--- src/rtl/micro_sequencer.sv ---
// micro_sequencer
//   Microprogrammed control unit. Holds the control-store address register
//   (CSAR) and the microinstruction register (MIR). Drives the datapath
//   register addresses, mux selects, ALU operation and memory strobes. It
//   computes the next microaddress from the MIR condition field, the datapath
//   flags, IR[13] and the decoded opcode. It stalls on memory accesses until
//   MemoryAck_In is seen.
//
// Ports
//   MICROSEQ_CLOCK_50              in   system clock, rising edge
//   MICROSEQ_ResetInLow_In         in   asynchronous active-low reset
//   MICROSEQ_CSAddress_OutBus      out  CSAR, address into the control store
//   MICROSEQ_CSWord_InBus          in   control-store word (async ROM)
//   MICROSEQ_DirA/B/C_OutBus       out  MIR A/B/C register address fields
//   MICROSEQ_SelectA/B/C_Out       out  MIR AMUX/BMUX/CMUX bits
//   MICROSEQ_ALUOperation_OutBus   out  MIR ALU field
//   MICROSEQ_RD_Out / WR_Out       out  memory read / write strobes
//   MICROSEQ_RegWrite_Out          out  register-file write enable for C
//   MICROSEQ_Flag*_In              in   datapath N/Z/V/C condition codes
//   MICROSEQ_IR13_In               in   IR bit 13
//   MICROSEQ_DecodeOP_InBus        in   {op[1:0], op3/op2[5:0]}
//   MICROSEQ_MemoryAck_In          in   memory completion
module micro_sequencer #(
   parameter int DATAWIDTH_MIR_DIRECTION = 6,
   parameter int DATAWIDTH_ALU_SELECTION = 4,
   parameter int DATAWIDTH_DECODEROP     = 8,
   parameter int DATAWIDTH_CS_ADDRESS    = 11,
   parameter int DATAWIDTH_CS_WORD       = 41
) (
   input  logic                               MICROSEQ_CLOCK_50,
   input  logic                               MICROSEQ_ResetInLow_In,
   output logic [DATAWIDTH_CS_ADDRESS-1:0]    MICROSEQ_CSAddress_OutBus,
   input  logic [DATAWIDTH_CS_WORD-1:0]       MICROSEQ_CSWord_InBus,
   output logic [DATAWIDTH_MIR_DIRECTION-1:0] MICROSEQ_DirA_OutBus,
   output logic [DATAWIDTH_MIR_DIRECTION-1:0] MICROSEQ_DirB_OutBus,
   output logic [DATAWIDTH_MIR_DIRECTION-1:0] MICROSEQ_DirC_OutBus,
   output logic                               MICROSEQ_SelectA_Out,
   output logic                               MICROSEQ_SelectB_Out,
   output logic                               MICROSEQ_SelectC_Out,
   output logic [DATAWIDTH_ALU_SELECTION-1:0] MICROSEQ_ALUOperation_OutBus,
   output logic                               MICROSEQ_RD_Out,
   output logic                               MICROSEQ_WR_Out,
   output logic                               MICROSEQ_RegWrite_Out,
   input  logic                               MICROSEQ_FlagNegative_In,
   input  logic                               MICROSEQ_FlagZero_In,
   input  logic                               MICROSEQ_FlagOverflow_In,
   input  logic                               MICROSEQ_FlagCarry_In,
   input  logic                               MICROSEQ_IR13_In,
   input  logic [DATAWIDTH_DECODEROP-1:0]     MICROSEQ_DecodeOP_InBus,
   input  logic                               MICROSEQ_MemoryAck_In
);

   // MIR bit positions, LSB upward: JUMP, COND, ALU, WR, RD, CMUX, C, BMUX, B, AMUX, A
   localparam int COND_W   = 3;
   localparam int COND_LSB = DATAWIDTH_CS_ADDRESS;
   localparam int ALU_LSB  = COND_LSB + COND_W;
   localparam int WR_BIT   = ALU_LSB + DATAWIDTH_ALU_SELECTION;
   localparam int RD_BIT   = WR_BIT + 1;
   localparam int CMUX_BIT = RD_BIT + 1;
   localparam int C_LSB    = CMUX_BIT + 1;
   localparam int BMUX_BIT = C_LSB + DATAWIDTH_MIR_DIRECTION;
   localparam int B_LSB    = BMUX_BIT + 1;
   localparam int AMUX_BIT = B_LSB + DATAWIDTH_MIR_DIRECTION;
   localparam int A_LSB    = AMUX_BIT + 1;

   localparam logic [DATAWIDTH_CS_ADDRESS-1:0] ADDR_ONE = 1;

   typedef enum logic [1:0] {
      ST_FETCH,
      ST_EXEC,
      ST_MEMWAIT
   } state_t;

   state_t                            state;
   logic [DATAWIDTH_CS_ADDRESS-1:0]   csar;
   logic [DATAWIDTH_CS_WORD-1:0]      mir;
   logic                              rd_q;
   logic                              wr_q;

   logic                              mir_rd;
   logic                              mir_wr;
   logic [COND_W-1:0]                 mir_cond;
   logic [DATAWIDTH_CS_ADDRESS-1:0]   mir_jump;
   logic [DATAWIDTH_CS_ADDRESS-1:0]   csar_inc;
   logic [DATAWIDTH_CS_ADDRESS-1:0]   next_addr;
   logic                              complete;

   assign mir_rd   = mir[RD_BIT];
   assign mir_wr   = mir[WR_BIT];
   assign mir_cond = mir[COND_LSB +: COND_W];
   assign mir_jump = mir[0 +: DATAWIDTH_CS_ADDRESS];
   assign csar_inc = csar + ADDR_ONE;

   // A microinstruction completes in EXEC when it needs no memory or the ack
   // is already present, otherwise in MEMWAIT on the ack.
   always_comb begin
      complete = 1'b0;
      case (state)
         ST_EXEC:    complete = !(mir_rd || mir_wr) || MICROSEQ_MemoryAck_In;
         ST_MEMWAIT: complete = MICROSEQ_MemoryAck_In;
         default:    complete = 1'b0;
      endcase
   end

   always_comb begin
      next_addr = csar_inc;
      case (mir_cond)
         3'd0: next_addr = csar_inc;
         3'd1: next_addr = MICROSEQ_FlagNegative_In ? mir_jump : csar_inc;
         3'd2: next_addr = MICROSEQ_FlagZero_In     ? mir_jump : csar_inc;
         3'd3: next_addr = MICROSEQ_FlagOverflow_In ? mir_jump : csar_inc;
         3'd4: next_addr = MICROSEQ_FlagCarry_In    ? mir_jump : csar_inc;
         3'd5: next_addr = MICROSEQ_IR13_In         ? mir_jump : csar_inc;
         3'd6: next_addr = mir_jump;
         // Opcode dispatch table lives in the upper half of the store.
         3'd7: next_addr = {1'b1, MICROSEQ_DecodeOP_InBus, 2'b00};
         default: next_addr = csar_inc;
      endcase
   end

   // Strobes are registered: loaded at the FETCH edge from the incoming word,
   // cleared at the completing edge, so they are low throughout FETCH.
   always_ff @(posedge MICROSEQ_CLOCK_50 or negedge MICROSEQ_ResetInLow_In) begin
      if (!MICROSEQ_ResetInLow_In) begin
         state <= ST_FETCH;
         csar  <= '0;
         mir   <= '0;
         rd_q  <= 1'b0;
         wr_q  <= 1'b0;
      end else begin
         case (state)
            ST_FETCH: begin
               mir   <= MICROSEQ_CSWord_InBus;
               rd_q  <= MICROSEQ_CSWord_InBus[RD_BIT];
               wr_q  <= MICROSEQ_CSWord_InBus[WR_BIT] & ~MICROSEQ_CSWord_InBus[RD_BIT];
               state <= ST_EXEC;
            end
            ST_EXEC, ST_MEMWAIT: begin
               if (complete) begin
                  csar  <= next_addr;
                  rd_q  <= 1'b0;
                  wr_q  <= 1'b0;
                  state <= ST_FETCH;
               end else begin
                  state <= ST_MEMWAIT;
               end
            end
            default: begin
               rd_q  <= 1'b0;
               wr_q  <= 1'b0;
               state <= ST_FETCH;
            end
         endcase
      end
   end

   assign MICROSEQ_CSAddress_OutBus    = csar;
   assign MICROSEQ_DirA_OutBus         = mir[A_LSB +: DATAWIDTH_MIR_DIRECTION];
   assign MICROSEQ_SelectA_Out         = mir[AMUX_BIT];
   assign MICROSEQ_DirB_OutBus         = mir[B_LSB +: DATAWIDTH_MIR_DIRECTION];
   assign MICROSEQ_SelectB_Out         = mir[BMUX_BIT];
   assign MICROSEQ_DirC_OutBus         = mir[C_LSB +: DATAWIDTH_MIR_DIRECTION];
   assign MICROSEQ_SelectC_Out         = mir[CMUX_BIT];
   assign MICROSEQ_ALUOperation_OutBus = mir[ALU_LSB +: DATAWIDTH_ALU_SELECTION];
   assign MICROSEQ_RD_Out              = rd_q;
   assign MICROSEQ_WR_Out              = wr_q;
   assign MICROSEQ_RegWrite_Out        = complete;

endmodule
--- config.mk ---
export PLATFORM = sky130hd
export DESIGN_NAME = micro_sequencer
export DESIGN_NICKNAME = d
export VERILOG_FILES = /design/src/rtl/micro_sequencer.sv
export SDC_FILE = /design/constraint.sdc
export NUM_CORES = 1
export LEC_CHECK = 0
export BUFFER_PORTS_ARGS = -buffer_cell sky130_fd_sc_hd__buf_2
export CAP_MARGIN = 10
export CORE_MARGIN = 2
export CORE_UTILIZATION = 31
export DETAILED_ROUTE_END_ITERATION = 6
export PLACE_DENSITY = 0.54
export SETUP_SLACK_MARGIN = 0.2
export SLEW_MARGIN = 20
export SYNTH_ARGS = -nofsm -noshare
export SYNTH_HDL_FRONTEND = slang
export SYNTH_SLANG_ARGS = --single-unit
--- constraint.sdc ---
create_clock -name MICROSEQ_CLOCK_50 -period 2.65 [get_ports MICROSEQ_CLOCK_50]
set_clock_uncertainty 0.1 [all_clocks]
set_input_delay 0.53 -clock MICROSEQ_CLOCK_50 [delete_from_list [all_inputs] [get_ports MICROSEQ_CLOCK_50]]
set_output_delay 0.53 -clock MICROSEQ_CLOCK_50 [all_outputs]
set_load 0.005 [all_outputs]
Word level (Yosys, flattened, before mapping). Index checks and enable logic that the tools add are counted.

Flip-flop bits (word level): 56. Input port bits: 57. Output and inout bits: 39. Logic and storage cells: 37.

Add/sub/neg operators: 1. Equality and inequality tests: 10. Muxes and demuxes: 12. Bitwise operators: 2. Reductions and logical operators: 7.

Operator list (number): case mux 11 bit (8 select lines) (1); two-way mux 11 bit (5); == test 3 bit (second input constant) (4); adder 11 x 1 -> 11 bit (second input constant) (1); == test 3 x 2 -> 1 bit (second input constant) (2); case mux 1 bit (2 select lines) (3); case mux 2 bit (2 select lines) (1); == test 3 x 1 -> 1 bit (second input constant) (1); zero test 3 bit (1); == test 2 x 1 -> 1 bit (second input constant) (1); == test 2 bit (second input constant) (1); zero test 2 bit (1); logical OR 1 bit (2); two-way mux 2 bit (1); inequality test 2 bit (second input constant) (1); AND reduction 2 bit (1); OR reduction 2 bit (1); AND 1 bit (1); zero test 1 bit (1); two-way mux 1 bit (1); NOT 1 bit (1).

Depth between registers and ports, before layout. Gate-level depths: netlist of run 1.

Depth in word-level cells: 6. Gate-level depth with buffers: 8. Gate-level depth less buffers: 8.

Worst setup path after synthesis of run 1. OpenSTA, ideal clock, no wires.

Kind: flip-flop to flip-flop. Start: register state[0]. End: register csar[6], in the netlist MICROSEQ_CSAddress_OutBus[6]. Setup time: 0.126 ns. Data arrival time: 1.921 ns. Data required time: 2.424 ns. Slack: 0.503 ns. Cell stages (with the launch flop): 9. Buffers on the path: 0. Period minus slack after synthesis: 2.147 ns. Cells stage by stage: dfrtp_1 inv_1 ha_1 o21a_1 o21ai_1 inv_1 o211a_4 a22o_1 a221o_1.

Word-level cells in the longest chain between the ends: 3. Elaborated cells between the ends (all ways): 5. Those cells by class: eq/ne: 2; mux: 1; reduce/logical: 2.

RTL lines: start: declaration (RTL line 74) `state_t state;`; start signal: assignment (RTL line 125) `state <= ST_FETCH;`; start signal: assignment (RTL line 136) `state <= ST_EXEC;`; start signal: assignment (RTL line 143) `state <= ST_FETCH;`; == test 2 bit / == test 2 x 1 -> 1 bit (equally long branches) (RTL line 98, 131); case mux 1 bit (2 select lines) / OR reduction 2 bit (equally long branches) (RTL line 98, 131); AND reduction 2 bit (no source line) *; end signal: assignment (RTL line 140) `csar <= next_addr;`; end: declaration (RTL line 75) `logic [DATAWIDTH_CS_ADDRESS-1:0] csar;`.

Mark *: on every way between the ends. The rest lies on a longest branch, timed or not. A chain may end at the register's enable or synchronous reset.

Final worst setup path of run 1.
Start: register state[0]. End: output port MICROSEQ_RegWrite_Out.

Word-level cells in the longest chain between the ends: 2. Elaborated cells between the ends (all ways): 3. Those cells by class: eq/ne: 2; mux: 1.

RTL lines: == test 2 bit / == test 2 x 1 -> 1 bit (equally long branches) (RTL line 98) `case (state)`; case mux 1 bit (2 select lines) * (RTL line 98); end: declaration (RTL line 43) `output logic MICROSEQ_RegWrite_Out,`.

Marks and branches as above.

==> out/qor.txt, run 1 <==
Die H: 102 um
critical path arrival: 1.67 ns
synthesized cell area: 2980 um^2
peak-usage layer in the global routing report: met2
detailed router's first-iteration violation count: 80
Rel. slew slack: 0.577
Crit path max-delay family: compound AO/OA/AOI/OAI gates
detail-routed via count per cell: 4.89
initial antenna violation count: 1
Worst-Margin Slew: 0.630 ns
FF-to-FF setup slack: 0.40 ns
die area: 10400 um^2
crit-path max FO: 10
CP required: 2.02 ns
Non-Filler Instances: 484
Vias: 2365
top-level I/O count: 96
crit-path max cell delay: 0.39 ns
synthesized area per cell: 10.9 um^2
outcome: complete, no violations
CP max-delay cell: dfrtp_1
area grow syn2layout: 22.1%
Core Area: 9280 um^2
GRT overflow: 0
Critical Path Stages: 6
crit end category: output pin
LEAKAGE: 1.72 nW
register area share after synthesis: 0.471
1st-pass router iterations: 5
Worst setup SP type: flip-flop
vias in the first global route: 2355
Final nets: 416
Fmax achieved: 435 MHz
Most used DFF post-synth: dfrtp_1
Max clock buf depth: 2
Site Rows: 35
fraction of layout instances using a drive strength above 1: 0.466
largest net degree at the start of global routing: 38
WL final: 7100 um
crit-path cells: inv_1, ha_1, o21a_1, o21ai_1, inv_2, buf_2
final hold violation count: 0
Tmin final: 2.30 ns
CTS clk-pin slew, worst paths: 0.10 ns
TritonCTS buffer count: 5
Post-synth ARST share: 1.00
Placed Area: 3470 um^2
IO Port Bufs: 95
CTS tree: done
Mapped Cells: 273
first-pass GRT wire length: 11600 um
HP Class: in -> async
remaining antenna violation count after routing: 0
drt drc: 0
final number of max-transition violations: 0
Distinct cells, synth: 50
Post-synth EDFFs: 0
# hold bufs at CTS: 0
initial core utilization: 0.320
TNS Setup: 0 ns
CTS H-tree depth: 2
Final period util: 0.867
YS warnings: 0
reg2reg path depth: 8
clock tree sinks: 56
M2 GR Usage: 0.218
worst path bufs/invs: 3
Net Count, Synth: 335
critical path type: reg -> out
maximum vdd drop: 0.000440 V
Setup Viol. Count Final: 0
Final Instance Area: 3630 um^2
critical path launch point: state[0]
unrepaired setup endpoints after global routing: no
RR Endpoint: MICROSEQ_CSAddress_OutBus[6]
Final HPWL DP: 5380 um
GRT met3 Usage: 0.0499
met1 Resource Use GR: 0.186
Die X: 102 um
FILL cells: 983
placed insts: 472
Critical Path End: MICROSEQ_RegWrite_Out
Pwr Density: 1230 nW/um^2
RR Startpoint: state[1]
Max-cap violations: 0
Placer Congestion: 0.868
root buffer cell: clkbuf_8
worst skew pair latency: 0.30 ns
Synth Register Bits: 56
GR Util All Layers: 0.142
drt wl/cell: 14.7 um
## worst min path at each step
| stage | from | end |
|---|---|---|
| after global routing | MICROSEQ_ResetInLow_In | mir[37] |
| after CTS | MICROSEQ_ResetInLow_In | mir[33] |
| after detailed placement | MICROSEQ_ResetInLow_In | mir[37] |
| final | MICROSEQ_ResetInLow_In | mir[33] |
| after floorplan | MICROSEQ_ResetInLow_In | MICROSEQ_CSAddress_OutBus[0] |
| after global placement | mir[39] | mir[39] |
## report_power, final
group          internal, mW  switching (mW)
registers              1.28           0.351
clock network         0.372           0.275
logic                  1.15            1.03
total                  2.80            1.65
## cell usage in the layout, fill, tap and decap left out, types with 7 or more instances in the layout
cell type / n
dfrtp_1: 56
mux2_2: 41
nand2_1: 14
buf_2: 95
o21ai_0: 17
a21oi_1: 7
buf_4: 11
nor3_1: 7
nor2_1: 15
inv_1: 7
## routing by layer
layer,vias up,share of wire
li1,1135,-
met1,1111,0.44
met2,105,0.45
met3,14,0.092
met4,0,0.019
met5,-,0
## kinds of logic (layout without fill, tap and decap cells)
group	count (synthesis)	in the layout	share of synthesized area
adders and majority gates	5	5	0.0210
DFF	56	56	0.471
and+or+nand+nor	63	63	0.108
muxes	44	44	0.167
AOI/OAI and AO/OA	64	64	0.150
buffers and inverters	41	122	0.0828
other	0	1	0
## Yosys cell counts, types with 4 or more instances
cell type,count,share of area
inv_1,8,0.010
nand3_1,5,0.0084
dfrtp_1,56,0.47
o211a_1,4,0.013
clkbuf_1,5,0.0063
nor3_1,7,0.012
buf_4,22,0.056
mux2_2,41,0.16
o21a_1,5,0.013
o21ai_0,17,0.029
nor2_1,15,0.019
a22oi_1,4,0.010
o21ai_1,4,0.0067
a21oi_1,7,0.012
ha_1,5,0.021
nand2_1,14,0.018
## cell type report
class | count | area (um^2) | share of cell area
Clock inverter | 2 | 60.1 | 0.0165
Tap cell | 129 | 161 | 0.0444
Clock buffer | 5 | 68.8 | 0.0189
Multi-Input combinational cell | 176 | 1330 | 0.366
Antenna cell | 1 | 2.50 | 0.000689
Sequential cell | 56 | 1400 | 0.386
Timing Repair Buffer | 107 | 578 | 0.159
Inverter | 8 | 30.0 | 0.00827
## flip-flops by register name, summed over array words and instances, names as in the netlist
| signal | cells |
|---|---|
| state | 2 |
| MICROSEQ_WR_Out | 1 |
| MICROSEQ_RD_Out | 1 |
| MICROSEQ_CSAddress_OutBus | 11 |
| mir | 41 |
## per-stage QoR
stage,setup slack (ns),total power [mW],hold WS (ns),util
after floorplan,0.503,3.24,0.134,-
after global placement,0.449,3.77,0.384,0.374
after detailed placement,0.394,3.79,0.391,0.374
after CTS,0.254,4.46,0.0463,0.388
after global routing,0.203,4.81,0.0590,0.391
final,0.353,4.46,0.0364,0.391
## timing repair
| item | 4_1_cts | 5_1_grt |
|---|---|---|
| gates resized for setup | 1 | 0 |
| setup endpoints to repair | 1 | 1 |
| setup buffers | 0 | 4 |
No activity file was read; power rests on OpenSTA's default activity.
==> inputs of run 2 (changes only) <==
BUFFER_PORTS_ARGS = -buffer_cell sky130_fd_sc_hd__buf_4   (was -buffer_cell sky130_fd_sc_hd__buf_2)
==> run 2 against run 1 <==
First-iteration DRC count is 3.8% lower. Sequential power hardly changed. Combinational power is 11% higher. Die area stayed put. Cell count is 0.41% lower. Design area is 6.8% higher. Global-route usage hardly changed. Fmax is 2.4% lower. Critical endpoint unchanged.
==> out/qor.txt, run 2 (same netlist as run 1, synthesis figures left out) <==
final number of max-transition violations: 0 (unchanged)
Final Util: 0.418 (was 0.391)
vias in the first global route: 2322 (was 2355)
Final Power: 4.69 mW (was 4.46 mW)
Max-cap violations: 0 (unchanged)
initial antenna violation count: 0 (was 1)
detailed router's first-iteration violation count: 77 (was 80)
critical path arrival: 1.72 ns (was 1.67 ns)
crit end category: output pin (unchanged)
worst skew pair latency: 0.30 ns (about the same)
HP Class: in -> async (unchanged)
CTS tree: done (unchanged)
Placer Congestion: 0.837 (was 0.868)
# hold bufs at CTS: 0 (unchanged)
root buffer cell: clkbuf_8 (unchanged)
IO Port Bufs: 95 (unchanged)
Pwr Density: 1210 nW/um^2 (was 1230 nW/um^2)
unrepaired setup endpoints after global routing: yes (was no)
Final period util: 0.888 (was 0.867)
die area: 10400 um^2 (unchanged)
1st-pass router iterations: 4 (was 5)
Fmax achieved: 425 MHz (was 435 MHz)
GRT overflow: 0 (unchanged)
Non-Filler Instances: 482 (was 484)
placed insts: 471 (was 472)
Setup Viol. Count Final: 0 (unchanged)
TNS Setup: 0 ns (unchanged)
top-level I/O count: 96 (unchanged)
Die H: 102 um (unchanged)
most flop-heavy register: mir (unchanged)
Final nets: 415 (was 416)
Rel. slew slack: 0.520 (was 0.577)
Max clock buf depth: 2 (unchanged)
Tmin final: 2.35 ns (was 2.30 ns)
clock tree sinks: 56 (unchanged)
Die X: 102 um (unchanged)
Site Rows: 35 (unchanged)
commonest cells after routing, fill and taps aside: buf_4, dfrtp_1, mux2_2 (was buf_2, dfrtp_1, mux2_2)
final hold violation count: 0 (unchanged)
drt wl/cell: 15.0 um (was 14.7 um)
WL final: 7230 um (was 7100 um)
LEAKAGE: 1.80 nW (was 1.72 nW)
drt drc: 0 (unchanged)
FILL cells: 936 (was 983)
Vias: 2340 (was 2365)
remaining antenna violation count after routing: 0 (unchanged)
Final WS setup: 0.296 ns (was 0.353 ns)
outcome: complete, no violations (unchanged)
maximum vdd drop: 0.000422 V (was 0.000440 V)
commonest non-fill, non-tap cell in the layout: buf_4 (was buf_2)
number of flip-flops in the largest register: 41 (unchanged)
critical path type: reg -> out (unchanged)
area grow syn2layout: 30.3% (was 22.1%)
crit-path max FO: 14 (was 10)
TritonCTS buffer count: 5 (unchanged)
largest net degree at the start of global routing: 57 (was 38)
Place WS: 0.360 ns (was 0.394 ns)
detail-routed via count per cell: 4.85 (was 4.89)
Worst setup SP type: flip-flop (unchanged)
first-pass GRT wire length: 11600 um (about the same)
initial core utilization: 0.320 (unchanged)
CTS H-tree depth: 2 (unchanged)
CTS clk-pin slew, worst paths: 0.10 ns (about the same)
ant diodes: 0 (was 1)
Final HPWL DP: 5280 um (was 5380 um)
fraction of layout instances using a drive strength above 1: 0.476 (was 0.466)
Core Area: 9280 um^2 (unchanged)
CP required: 2.02 ns (about the same)
Worst-Margin Slew: 0.719 ns (was 0.630 ns)
GR Util All Layers: 0.142 (about the same)
## run 2: changes by cell type in the layout (fill, tap and decap cells not counted), sizes merged
cell   change
diode      -1
buf        -1
## run 2: timing repair
action | 4_1_cts | 5_1_grt
setup buffers | 1 | 3
pin swaps | 0 | 1
gates resized for setup | 2 | 4
endpoints found under the setup margin | 1 | 1
## run 2: critical path: stages (launching register included)
cell	delay, ns
dfrtp_1	0.40
inv_2	0.06
ha_1	0.19
o21a_1	0.20
o21ai_2	0.20
inv_2	0.08
buf_6	0.15
buf_4	0.13
## run 2: layout make-up
class                   count  area, um^2  share of cell area
repair buffers            106         812               0.209
inverters                   8        30.0             0.00774
flip-flops and latches     56        1400               0.361
well taps                 129         161              0.0416
clock buffers               5        68.8              0.0177
clock inverters             2        60.1              0.0155
multi-input cells         176        1340               0.347
## run 2: layer usage
layer / up-vias / track usage / routed length [um]
li1: 1126 / - / -
met1: 1114 / 0.185 / 3180
met2: 94 / 0.223 / 3300
met3: 6 / 0.0547 / 693
met4: 0 / 0.0369 / 55
met5: - / 0 / 0
## run 2: final timing paths
check,from,to,slack [ns],cells after the start
worst max-delay path,state[0],MICROSEQ_RegWrite_Out,0.30,7
worst min register to register,MICROSEQ_RD_Out,MICROSEQ_RD_Out,0.42,2
worst max register to register,mir[11],MICROSEQ_CSAddress_OutBus[6],0.41,6
min in group MICROSEQ_CLOCK_50,MICROSEQ_CSWord_InBus[13],mir[13],0.33,3
max in group asynchronous,MICROSEQ_ResetInLow_In,mir[11],1.81,1
worst min-delay path,MICROSEQ_ResetInLow_In,mir[31],0.18,1
## run 2: where the power goes
part           leakage (nW)  internal [mW]  switching (mW)
logic                  1.07           1.34            1.07
registers             0.666           1.28           0.342
clock network        0.0642          0.372           0.285
total                  1.80           2.99            1.70
## run 2: through the flow
stage	cell area (um^2)	hold slack, ns
2_1_floorplan	2980	0.134
3_3_place_gp	3700	0.392
3_5_place_dp	3700	0.396
4_1_cts	3850	0.205
5_1_grt	3880	0.230
6_report	3880	0.179
==> inputs of run 3 (changes only) <==
--- a/constraint.sdc
+++ b/constraint.sdc
@@ -4,2 +4,2 @@
 set_output_delay 0.53 -clock MICROSEQ_CLOCK_50 [all_outputs]
-set_load 0.005 [all_outputs]
+set_load 0.1 [all_outputs]
==> run 3 against run 2 <==
Global-route usage shrank 0.074 points. Fmax rose by 4.0%. Worst hold slack worse by 0.015 ns. Flip-flop and latch count is the same. Wire length decreased by 2.3%. Core utilization fell by 0.77 points. Design area shrank 1.8%. Sequential share of layout area up 0.68 points. Highest routed layer unchanged. First-iteration DRC count increased by 61%. Cell count decreased by 0.83%. Die area is the same. Count of clock-buffer cells in the layout stayed put.
==> out/qor.txt, run 3 (same netlist as run 1, synthesis figures left out) <==
outcome: complete, no violations (unchanged)
Worst-Margin Slew: 0.724 ns (was 0.719 ns)
ant diodes: 0 (unchanged)
most flop-heavy register: mir (unchanged)
GR Util All Layers: 0.141 (was 0.142)
Vias: 2345 (was 2340)
multi-input logic area: 1340 um^2 (unchanged)
Max clock buf depth: 2 (unchanged)
Tmin final: 2.26 ns (was 2.35 ns)
crit-path max cell delay: 0.39 ns (was 0.40 ns)
remaining antenna violation count after routing: 0 (unchanged)
area grow syn2layout: 27.9% (was 30.3%)
drt wl/cell: 14.8 um (was 15.0 um)
critical path type: reg -> out (unchanged)
detailed router's first-iteration violation count: 124 (was 77)
crit-path cells: inv_1, ha_1, o21a_1, o21ai_2, inv_2, buf_8 (was inv_2, ha_1, o21a_1, o21ai_2, inv_2, buf_6, buf_4)
drt drc: 0 (unchanged)
CP max-delay cell: dfrtp_1 (unchanged)
TritonCTS buffer count: 5 (unchanged)
Final period util: 0.854 (was 0.888)
Setup Viol. Count Final: 0 (unchanged)
Final HPWL DP: 5300 um (was 5280 um)
Crit path max-delay family: flip-flops (was buffers and inverters)
sequential cell area: 1400 um^2 (unchanged)
crit-path max FO: 3 (was 14)
die area: 10400 um^2 (unchanged)
Fmax achieved: 442 MHz (was 425 MHz)
first-pass GRT wire length: 11600 um (unchanged)
CTS tree: done (unchanged)
Die H: 102 um (unchanged)
TNS Setup: 0 ns (unchanged)
worst path bufs/invs: 3 (was 4)
CTS clk-pin slew, worst paths: 0.11 ns (was 0.10 ns)
final hold violation count: 0 (unchanged)
WL final: 7070 um (was 7230 um)
final number of max-transition violations: 0 (unchanged)
crit end category: output pin (unchanged)
initial antenna violation count: 0 (unchanged)
IO Port Bufs: 95 (unchanged)
unrepaired setup endpoints after global routing: no (was yes)
number of flip-flops in the largest register: 41 (unchanged)
clock tree sinks: 56 (unchanged)
FILL cells: 956 (was 936)
Core Area: 9280 um^2 (unchanged)
Rel. slew slack: 0.517 (was 0.520)
CTS H-tree depth: 2 (unchanged)
HP Class: in -> async (unchanged)
Placed Area: 3690 um^2 (was 3700 um^2)
critical path arrival: 1.63 ns (was 1.72 ns)
Worst setup SP type: flip-flop (unchanged)
Final Instance Area: 3810 um^2 (was 3880 um^2)
GRT overflow: 0 (unchanged)
Max-cap violations: 0 (unchanged)
commonest cells after routing, fill and taps aside: buf_4, dfrtp_1, mux2_2 (unchanged)
Place WS: 0.346 ns (was 0.360 ns)
Setup Buffers After CTS: 0 (was 1)
detail-routed via count per cell: 4.91 (was 4.85)
Die X: 102 um (unchanged)
worst skew pair latency: 0.31 ns (was 0.30 ns)
Final nets: 410 (was 415)
# hold bufs at CTS: 0 (unchanged)
fraction of layout instances using a drive strength above 1: 0.467 (was 0.476)
root buffer cell: clkbuf_8 (unchanged)
top-level I/O count: 96 (unchanged)
CP required: 2.02 ns (about the same)
Site Rows: 35 (unchanged)
largest net degree at the start of global routing: 57 (unchanged)
initial core utilization: 0.320 (unchanged)
1st-pass router iterations: 4 (unchanged)
vias in the first global route: 2300 (was 2322)
commonest non-fill, non-tap cell in the layout: buf_4 (unchanged)
Placer Congestion: 0.884 (was 0.837)
Final WS setup: 0.386 ns (was 0.296 ns)
Final Util: 0.410 (was 0.418)
==> run 3: cell type report <==
cell class,count,area share
Inverter,8,0.00789
Multi-Input combinational cell,176,0.353
Tap cell,129,0.0424
Sequential cell,56,0.368
Clock inverter,3,0.00592
Clock buffer,5,0.0181
Timing Repair Buffer,101,0.204
==> run 3: routing by layer <==
metal	vias to the layer above	global-route usage	share of wire
met1	1112	0.186	0.42
met4	0	0.0390	0.0086
met3	7	0.0520	0.099
met5	-	0	0
met2	104	0.221	0.47
li1	1122	-	-
==> run 3: worst paths after layout <==
kind	startpoint	endpoint	slack [ns]	cells past startpoint
worst max register to register	mir[11]	MICROSEQ_CSAddress_OutBus[6]	0.42	5
min in group MICROSEQ_CLOCK_50	MICROSEQ_CSWord_InBus[13]	mir[13]	0.33	3
worst min-delay path	MICROSEQ_ResetInLow_In	mir[31]	0.16	1
max in group asynchronous	MICROSEQ_ResetInLow_In	mir[13]	1.80	1
worst min register to register	mir[39]	mir[39]	0.42	1
worst max-delay path	state[0]	MICROSEQ_RegWrite_Out	0.39	6
==> run 3: timing repair <==
item | CTS | global route
gates cloned | 0 | 0
gates resized for setup | 3 | 3
endpoints found under the setup margin | 1 | 6
==> run 3: worst register-to-register path, cell delays in order, from the launching register on <==
cell	delay, ns
dfrtp_1	0.60
mux2_4	0.38
a32o_2	0.28
o211a_4	0.28
a22o_1	0.23
a221o_1	0.25
==> run 3: per-stage QoR <==
step / instances / hold WS, ns
final: 478 / 0.164
after global routing: 478 / 0.225
after CTS: 478 / 0.194
after detailed placement: 470 / 0.397
after global placement: 470 / 0.392
after floorplan: 273 / 0.134
Power of run 3 is left out: the tool's default activity adds up to more than one toggle a clock period on the data nets, which glitch-free logic cannot reach.
